**src/rtl/sparc_enc_pkg.sv**
```systemverilog
// Shared types and constants for the SPARC V9 instruction encoder.
// Imported by the field packer and the pipelined top level.
package sparc_enc_pkg;

  typedef enum logic [1:0] {
    FMT_CALL  = 2'd0,
    FMT_BR    = 2'd1,
    FMT_ARITH = 2'd2,
    FMT_MEM   = 2'd3
  } fmt_e;

  localparam logic [1:0] OP_BR    = 2'b00;
  localparam logic [1:0] OP_CALL  = 2'b01;
  localparam logic [1:0] OP_ARITH = 2'b10;
  localparam logic [1:0] OP_MEM   = 2'b11;

  localparam logic [2:0] OP2_SETHI = 3'b100;

  localparam int unsigned CALL_DISP_W = 30;
  localparam int unsigned DISP22_W    = 22;
  localparam int unsigned SIMM13_W    = 13;

  typedef struct packed {
    fmt_e        fmt;
    logic [4:0]  rd;
    logic [4:0]  rs1;
    logic [4:0]  rs2;
    logic [2:0]  op2;
    logic [5:0]  op3;
    logic        i;
    logic [63:0] imm;
  } enc_bundle_t;

  // A value fits a signed field when everything above the field's sign bit
  // is a copy of that sign bit.
  function automatic logic fits_signed(input logic [63:0] v, input int unsigned bits);
    logic [63:0] hi;
    hi = $signed(v) >>> (bits - 1);
    return (hi == '0) || (hi == '1);
  endfunction

  function automatic logic fits_unsigned(input logic [63:0] v, input int unsigned bits);
    logic [63:0] hi;
    hi = v >> bits;
    return hi == '0;
  endfunction

endpackage

```
**src/rtl/sparc_field_pack.sv**
```systemverilog
// Combinational packer: turns a decoded field bundle into a 32-bit SPARC V9
// word and flags immediates that were truncated to fit their field.
module sparc_field_pack
  import sparc_enc_pkg::*;
(
  input  enc_bundle_t bundle,
  output logic [31:0] word,
  output logic        fail
);

  logic [12:0] low13;

  assign low13 = bundle.i ? bundle.imm[12:0] : {8'h00, bundle.rs2};

  // NOTE: every output gets a default before the case so no path can leave
  // it unassigned, which would otherwise infer a latch.
  always_comb begin
    word = '0;
    fail = 1'b0;
    unique case (bundle.fmt)
      FMT_CALL: begin
        word = {OP_CALL, bundle.imm[29:0]};
        fail = !fits_signed(bundle.imm, CALL_DISP_W);
      end
      FMT_BR: begin
        word = {OP_BR, bundle.rd, bundle.op2, bundle.imm[21:0]};
        // SETHI loads the upper bits of a constant, so its field is unsigned.
        if (bundle.op2 == OP2_SETHI)
          fail = !fits_unsigned(bundle.imm, DISP22_W);
        else
          fail = !fits_signed(bundle.imm, DISP22_W);
      end
      FMT_ARITH, FMT_MEM: begin
        word = {(bundle.fmt == FMT_MEM) ? OP_MEM : OP_ARITH, bundle.rd, bundle.op3,
                bundle.rs1, bundle.i, low13};
        fail = bundle.i && !fits_signed(bundle.imm, SIMM13_W);
      end
      default: begin
        word = '0;
        fail = 1'b0;
      end
    endcase
  end

endmodule

```
**src/rtl/sparc_instr_encoder.sv**
```systemverilog
// Two-stage pipelined SPARC V9 instruction encoder with valid/ready handshakes
// on both sides and saturating delivered/failed word counters.
module sparc_instr_encoder
  import sparc_enc_pkg::*;
(
  input  logic        rclk,
  input  logic        reset_n,
  input  logic        in_valid,
  output logic        in_ready,
  input  logic [1:0]  in_fmt,
  input  logic [4:0]  in_rd,
  input  logic [4:0]  in_rs1,
  input  logic [4:0]  in_rs2,
  input  logic [2:0]  in_op2,
  input  logic [5:0]  in_op3,
  input  logic        in_i,
  input  logic [63:0] in_imm,
  output logic        out_valid,
  input  logic        out_ready,
  output logic [31:0] out_instr,
  output logic        out_fail,
  output logic [15:0] enc_count,
  output logic [15:0] fail_count
);

  enc_bundle_t in_bundle;
  enc_bundle_t s1_bundle;
  logic        s1_valid;
  logic        s2_valid;
  logic        adv1;
  logic        adv2;
  logic [31:0] pack_word;
  logic        pack_fail;
  logic        out_fire;

  assign in_bundle = '{fmt: fmt_e'(in_fmt), rd: in_rd, rs1: in_rs1, rs2: in_rs2,
                       op2: in_op2, op3: in_op3, i: in_i, imm: in_imm};

  // A stage may load whenever the stage after it is empty or draining, so a
  // full pipe still moves one word per cycle; in_ready is combinational from
  // out_ready as a result.
  assign adv2      = !s2_valid || out_ready;
  assign adv1      = !s1_valid || adv2;
  assign in_ready  = adv1;
  assign out_valid = s2_valid;
  assign out_fire  = s2_valid && out_ready;

  sparc_field_pack u_pack (
    .bundle (s1_bundle),
    .word   (pack_word),
    .fail   (pack_fail)
  );

  // NOTE: sequential state uses non-blocking assignments so every register
  // samples the pre-edge values regardless of statement order.
  always_ff @(posedge rclk or negedge reset_n) begin
    if (!reset_n) begin
      s1_valid  <= 1'b0;
      s1_bundle <= '0;
      s2_valid  <= 1'b0;
      out_instr <= '0;
      out_fail  <= 1'b0;
    end else begin
      if (adv1) begin
        s1_valid <= in_valid;
        if (in_valid) s1_bundle <= in_bundle;
      end
      if (adv2) begin
        s2_valid <= s1_valid;
        if (s1_valid) begin
          out_instr <= pack_word;
          out_fail  <= pack_fail;
        end
      end
    end
  end

  always_ff @(posedge rclk or negedge reset_n) begin
    if (!reset_n) begin
      enc_count  <= '0;
      fail_count <= '0;
    end else if (out_fire) begin
      if (enc_count != 16'hFFFF) enc_count <= enc_count + 16'd1;
      if (out_fail && fail_count != 16'hFFFF) fail_count <= fail_count + 16'd1;
    end
  end

endmodule

```
**config.mk**
```make
export PLATFORM = sky130hd
export DESIGN_NAME = sparc_instr_encoder
export DESIGN_NICKNAME = d
export VERILOG_FILES = /design/src/rtl/sparc_enc_pkg.sv /design/src/rtl/sparc_field_pack.sv /design/src/rtl/sparc_instr_encoder.sv
export SDC_FILE = /design/constraint.sdc
export NUM_CORES = 1
export LEC_CHECK = 0
export ABC_AREA = 1
export BUFFER_PORTS_ARGS = -buffer_cell sky130_fd_sc_hd__buf_2
export CAP_MARGIN = 20
export CELL_PAD_IN_SITES_DETAIL_PLACEMENT = 1
export CELL_PAD_IN_SITES_GLOBAL_PLACEMENT = 1
export CORE_ASPECT_RATIO = 1.75
export CORE_UTILIZATION = 40
export DETAILED_ROUTE_END_ITERATION = 16
export GPL_ROUTABILITY_DRIVEN = 0
export PLACE_DENSITY = 0.77
export SYNTH_ARGS = -nofsm -noshare
export SYNTH_HDL_FRONTEND = slang
export SYNTH_HIERARCHICAL = 1
export SYNTH_SLANG_ARGS = --single-unit
```
**constraint.sdc**
```tcl
create_clock -name rclk -period 2.4 [get_ports rclk]
set_input_delay 0.12 -clock rclk [delete_from_list [all_inputs] [get_ports rclk]]
set_output_delay 0.12 -clock rclk [all_outputs]
set_load 0.05 [all_outputs]
```
==> results.py, run 1 <==
metrics = {
    "status": {
        "status": "completed",
    },
    "timing": {
        "final_hold_viol_count": 0,
        "period_share": 0.902,
        "setup_viol": 0,
        "grt_setup_unrepaired": "false",
        "worst_slack_ps": 234,
        "fin_hold_ws_ps": 194,
        "worst_slew_pin_slew_ps": 1130,
        "drv_slew": 0,
        "setup_tns_ps": 0,
        "skew_ps": 9.21,
        "slew_headroom": 0.246,
        "max_clock_freq_ghz": 0.462,
        "finalCriticalPeriod_ps": 2170,
    },
    "cts": {
        "cts_buffer_depth": 2,
        "clock-root-buffer": "clkbuf_16",
        "cts_sinks": 158,
        "cts_tree": "done",
        "post_cts_buffers": 0,
        "clk_pin_slew_worst_paths_ps": 70,
        "cts_buffers": 17,
        "htreeDepth": 4,
        "clock_insertion_delay_worst_skew_ps": 430,
    },
    "global_routing": {
        "antenna_found_initial": 3,
        "grt_pass1_vias": 7358,
        "grt_pass1_wl_mm": 38.5,
        "grt.overflow.total": 0,
        "grt_max_degree": 64,
        "grtUsageTotal": 0.248,
    },
    "worst_hold_path": {
        "hold_end": "s1_bundle[82]",
        "hp-start": "in_valid",
        "min_path_cells": 3,
        "hp-class": "in2reg",
    },
    "logic_synthesis": {
        "synth_area_leaders": "dfrtp_1 49%, mux2_4 15%, nand2_1 8.7%",
        "synth.most_common_cell": "nand2_1",
        "ys_seq_area_frac": 0.492,
        "synth_top_area_frac": 0.492,
        "synth-async-reset-ratio": 1.00,
        "synth.net_count": 885,
        "syn_area_per_cell_um2": 10.3,
        "synth.ff_latch_count": 158,
        "synthFlopType": "dfrtp_1",
        "ys_types": 31,
        "synth_common_cells": "187 x nand2_1, 158 x dfrtp_1, 81 x nor2_1, 79 x mux2_4, 65 x inv_1",
        "synth_top_area_cell": "dfrtp_1",
        "synth_cells": 784,
        "synth_warnings": 6,
        "netlist_area_mm2": 0.00804,
        "synth_edf_count": 0,
    },
    "floorplan": {
        "chipHeight_um": 190,
        "io_pins": 162,
        "die-area_mm2": 0.0207,
        "initial_utilization": 0.407,
        "core_area_mm2": 0.0197,
        "dieWidth_um": 109,
        "core.rowCount": 68,
    },
    "worst_setup_path": {
        "crit_path_start_kind": "flop",
        "cp.arrival_ps": 2530,
        "slowest_stage": "nor2_1",
        "r2r_slack_ps": 230,
        "r2r_cells": 7,
        "cp_slowest_stage_delay_ps": 840,
        "cp.required_ps": 2770,
        "crit_path_end_kind": "flop",
        "crit_buf_inv": 1,
        "setup.worst_path.class": "reg2reg",
        "critPathTopFamily": "simple AND/OR/NAND/NOR gates",
        "crit_fanout": 13,
        "path_cells": "inv_1 -> ha_1 -> nor2_2 -> nor2_1 -> nand2_1 -> o21ai_1 -> mux2_1",
        "r2r-end": "out_instr[16]",
        "reg2reg_from": "s1_bundle[89]",
    },
    "final_layout": {
        "final_layout_size_suffix_gt1_frac": 0.318,
        "stdcell_count": 1308,
        "fillerInstances": 2239,
        "syn_to_final_growth_pct": 32.6,
        "nNetsFinal": 1148,
    },
    "pwr": {
        "p_leak_nw": 5.26,
        "vdd_ir_drop_max_mv": 0.594,
        "power_density_mw_per_mm2": 975,
        "power_mw": 10.4,
    },
    "drt": {
        "drt_wl_total_mm": 24.2,
        "ant_nets": 0,
        "drtIter0Drc": 229,
        "wl_per_cell_um": 18.5,
        "vias": 6538,
        "route.detailed.drc": 0,
        "dr.pass1.iters": 4,
        "vias_per_cell": 5.00,
    },
    "run": {
        "drv_cap": 0,
    },
    "placement": {
        "numPlacedInstances": 1180,
        "port_buffers": 161,
        "post-place-ws_ps": 391,
        "dp_hpwl_mm": 16.3,
    },
}
[sequential cells by signal, summed over array words and instances (netlist names)]
name,flops
s1_bundle,91
out_instr,32
enc_count,16
fail_count,16
out_fail,1
out_valid,1
s1_valid,1
[worst min-delay path, stage by stage]
cell and delay, ps:
buf_2 100, nand2_4 130, mux2_4 230
[placed cells by master, fill, tap and decap left out, types with 17 or more instances in the layout]
| cell | instances |
|---|---|
| mux2_4 | 79 |
| nand2_1 | 186 |
| buf_2 | 160 |
| dfrtp_1 | 158 |
| inv_1 | 65 |
| nand3_1 | 47 |
| mux2_1 | 27 |
| nor2_1 | 81 |
| dlygate4sd3_1 | 93 |
| clkbuf_16 | 17 |
| mux2_2 | 17 |
| o21ai_1 | 18 |
[area by class of cell]
class                      instances  area (µm²)  area share
antenna                            3        7.51    0.000704
timing repair buffer             264        1860       0.174
clock inverter                    10         161      0.0151
inverter                          73         274      0.0257
sequential                       158        3950       0.371
clock buffer                      22         454      0.0426
multi-input combinational        533        3650       0.342
tap                              245         307      0.0288
[layer usage]
metal	vias to the layer above	routed length [µm]	GRT usage
met5	-	0	0
met4	0	977	0.121
met3	54	827	0.0415
met2	167	13600	0.469
met1	3253	8820	0.255
li1	3064	-	-
[worst max-delay path by stage]
stage	start	to	cells after the start
floorplan	out_valid	s1_bundle[10]	5
global placement	s1_bundle[89]	out_instr[2]	7
detailed placement	s1_bundle[89]	out_instr[3]	7
CTS	s1_bundle[89]	out_instr[16]	7
global route	s1_bundle[89]	out_instr[15]	7
finish	s1_bundle[89]	out_instr[16]	7
[metrics by stage]
step,instance area (µm²),util
CTS,10700,0.540
detailed placement,9110,0.461
finish,10700,0.540
global placement,9110,0.461
floorplan,8040,-
global route,10700,0.540
[power breakdown]
part           switching (mW)  total [mW]  internal (mW)
Combinational            2.47        3.69           1.22
Sequential              0.535        3.81           3.27
Clock                    1.12        2.89           1.77
Total                    4.13        10.4           6.26
[logic make-up (layout without fill, tap and decap cells)]
kind of cell,Yosys count,after routing,synth area share
AND/OR/NAND/NOR,358,358,0.195
flip-flops,158,158,0.492
multiplexers,123,123,0.209
buffers and inverters,93,369,0.0557
AO/OA/AOI/OAI,34,34,0.0258
XOR/XNOR,12,12,0.0131
adder cells (fa/ha/maj),6,6,0.00933
other,0,3,0
[timing repair]
item,4_1_cts,5_1_grt
gates resized for setup,0,0
endpoints found under the hold margin,151,0
hold buffers,93,0
endpoints found under the setup margin,0,0
No activity file was read; power rests on OpenSTA's default activity.
==> run 2: changes to the inputs <==
- ABC_AREA: 1 -> unset
- PLACE_DENSITY: 0.77 -> 0.75
==> run 2 against run 1 <==
Core utilization increased by 2.9 points. Maximum frequency is 4.8% lower. Largest cell class unchanged. Clock skew grew 2.3 ps. Synthesized cell count down 34%. Critical endpoint is now out_fail. Non-clock buffer count increased by 1. Clock power hardly changed. Die area down 13%. Hold slack worse by 100 ps. Register-to-register slack worse by 110 ps. Combinational power is 24% lower. Global-route usage about the same.
==> results.py, run 2 <==
metrics = {
    "logic_synthesis": {
        "synth-async-reset-ratio": 1.00,
        "syn_area_per_cell_um2": 13.6,
        "synth.net_count": 617,
        "synth_top_area_cell": "dfrtp_1",
        "netlist_area_mm2": 0.00700,
        "synth_common_cells": "158 x dfrtp_1, 125 x mux2_2, 24 x nand4_1, 20 x nand2_1, 20 x nor2_1",
        "synth_area_leaders": "dfrtp_1 56%, mux2_2 20%, nand4_1 2.1%",
        "synth_cells": 516,
        "synth.ff_latch_count": 158,
        "synth_edf_count": 0,
        "synthFlopType": "dfrtp_1",
        "ys_types": 50,
        "synth_warnings": 6,
        "synth.most_common_cell": "dfrtp_1",
        "synth_top_area_frac": 0.565,
        "ys_seq_area_frac": 0.565,
    },
    "final_layout": {
        "post-route-util": 0.569,
        "mostFrequentLayoutCell": "buf_2",
        "nNetsFinal": 885,
        "top_regs": "s1_bundle: 91 flops, out_instr: 32 flops",
        "final_cell_mix": "160 x buf_2, 158 x dfrtp_1, 125 x mux2_2",
        "largest_register_ffs": 91,
        "stdcell_count": 1025,
        "final_cell_area_mm2": 0.00969,
        "syn_to_final_growth_pct": 38.4,
        "final_layout_size_suffix_gt1_frac": 0.439,
        "largest-register": "s1_bundle",
    },
    "timing": {
        "worst_slew_pin_slew_ps": 738,
        "worst_slack_ps": 124,
        "setup_tns_ps": 0,
        "drv_slew": 0,
        "max_clock_freq_ghz": 0.439,
        "fin_hold_ws_ps": 94.1,
        "finalCriticalPeriod_ps": 2280,
        "grt_setup_unrepaired": "false",
        "skew_ps": 11.6,
        "setup_viol": 0,
        "period_share": 0.948,
        "slew_headroom": 0.503,
        "final_hold_viol_count": 0,
    },
    "pwr": {
        "p_int_mw": 5.92,
        "p_leak_nw": 4.45,
        "switching_share": 0.370,
        "pwr-share-clk": 0.304,
        "p_seq_frac": 0.396,
        "power_density_mw_per_mm2": 969,
        "switchingPower_mw": 3.47,
        "pwr-share-comb": 0.300,
        "power_mw": 9.39,
        "vdd_ir_drop_max_mv": 0.598,
    },
    "status": {
        "status": "completed",
    },
    "global_routing": {
        "grt_max_degree": 65,
        "grt.overflow.total": 0,
        "grt_pass1_wl_mm": 33.0,
        "grt_pass1_vias": 6199,
        "antenna_found_initial": 1,
        "grtUsageTotal": 0.248,
    },
    "floorplan": {
        "core.rowCount": 63,
        "io_pins": 162,
        "dieWidth_um": 102,
        "die-area_mm2": 0.0181,
        "core_area_mm2": 0.0170,
        "chipHeight_um": 177,
        "initial_utilization": 0.411,
    },
    "worst_setup_path": {
        "path_cells": "nor4_1 -> nand4_1 -> or3_4 -> o221ai_2 -> o21ai_1 -> mux2_2",
        "cp.required_ps": 2710,
        "slowest_stage": "nor4_1",
        "crit_buf_inv": 0,
        "critPathTopFamily": "simple AND/OR/NAND/NOR gates",
        "cp_slowest_stage_delay_ps": 670,
        "setup.worst_path.class": "reg2reg",
        "crit_path_end_kind": "flop",
        "crit_fanout": 3,
        "cp.arrival_ps": 2580,
        "crit_path_start_kind": "flop",
    },
    "drt": {
        "vias_per_cell": 5.25,
        "ant_nets": 0,
        "wl_per_cell_um": 20.5,
        "vias": 5384,
        "drtIter0Drc": 144,
        "route.detailed.drc": 0,
        "dr.pass1.iters": 4,
        "drt_wl_total_mm": 21.1,
    },
    "cts": {
        "cts_sinks": 158,
        "clock-root-buffer": "clkbuf_16",
        "htreeDepth": 4,
        "cts_buffers": 17,
        "post_cts_buffers": 0,
        "clock_insertion_delay_worst_skew_ps": 430,
        "cts_buffer_depth": 2,
        "cts_tree": "done",
        "cts_resized": 0,
        "clk_pin_slew_worst_paths_ps": 70,
    },
    "run": {
        "drv_cap": 0,
    },
    "placement": {
        "post-place-ws_ps": 348,
        "post_dp_cell_area_mm2": 0.00813,
        "port_buffers": 161,
        "numPlacedInstances": 899,
        "dp_hpwl_mm": 13.9,
    },
    "worst_hold_path": {
        "hp-class": "in2reg",
    },
}
[run 2: cell count changes after synthesis, moves of 34 or more]
cell / delta
nand2_1: -167
mux2_2: +108
mux2_4: -77
inv_1: -61
nor2_1: -61
nand3_1: -34
[run 2: final cells by class]
class	instances	area, µm²
diodes	1	2.50
fillers	1762	7330
well taps	227	284
multi-input cells	338	2950
repair buffers	265	1860
clock buffers	21	470
flip-flops and latches	158	3950
inverters	4	15.0
clock inverters	11	156
[run 2: kinds of logic (layout without fill, tap and decap cells)]
family                   Yosys count  in the layout  share of synthesized area
other                              0              1                          0
AO/OA/AOI/OAI                     41             41                     0.0465
flip-flops                       158            158                      0.565
XOR/XNOR                          22             22                     0.0275
AND/OR/NAND/NOR                  141            141                      0.128
buffers and inverters             20            301                     0.0161
multiplexers                     128            128                      0.207
adder cells (fa/ha/maj)            6              6                     0.0107
[run 2: metal layers]
layer | track usage | wire, µm | up-vias
li1 | - | - | 2453
met1 | 0.249 | 7460 | 2733
met2 | 0.473 | 12100 | 160
met3 | 0.0537 | 898 | 38
met4 | 0.109 | 617 | 0
met5 | 0 | 0 | -
[run 2: repair_timing]
| item | CTS | global route |
|---|---|---|
| hold buffers | 93 | 0 |
| setup endpoints to repair | 0 | 0 |
| endpoints found under the hold margin | 152 | 0 |
[run 2: final timing paths]
kind,start,to,slack (ps),depth (start not counted)
worst max-delay path,s1_bundle[30],out_fail,120,6
worst min-delay path,out_ready,out_valid,90,3
worst max register to register,s1_bundle[30],out_fail,120,6
worst min register to register,s1_bundle[6],s1_bundle[6],500,1
max in group asynchronous,reset_n,s1_bundle[4],1350,3
min in group asynchronous,reset_n,s1_bundle[75],270,2
[run 2: worst register-to-register path: cells and delay by family (launching register included)]
family	cells	cell delay, ps
flip-flops	1	400
multiplexers	1	260
AND/OR/NAND/NOR	3	1280
AO/OA/AOI/OAI	2	230
[run 2: power groups by stage]
stage	combinational [mW]	clock, mW	sequential [mW]
global route	2.99	3.00	3.78
CTS	2.81	2.91	3.71
detailed placement	2.68	0	3.76
global placement	2.61	0	3.71
finish	2.82	2.86	3.71
floorplan	0.915	0	4.65
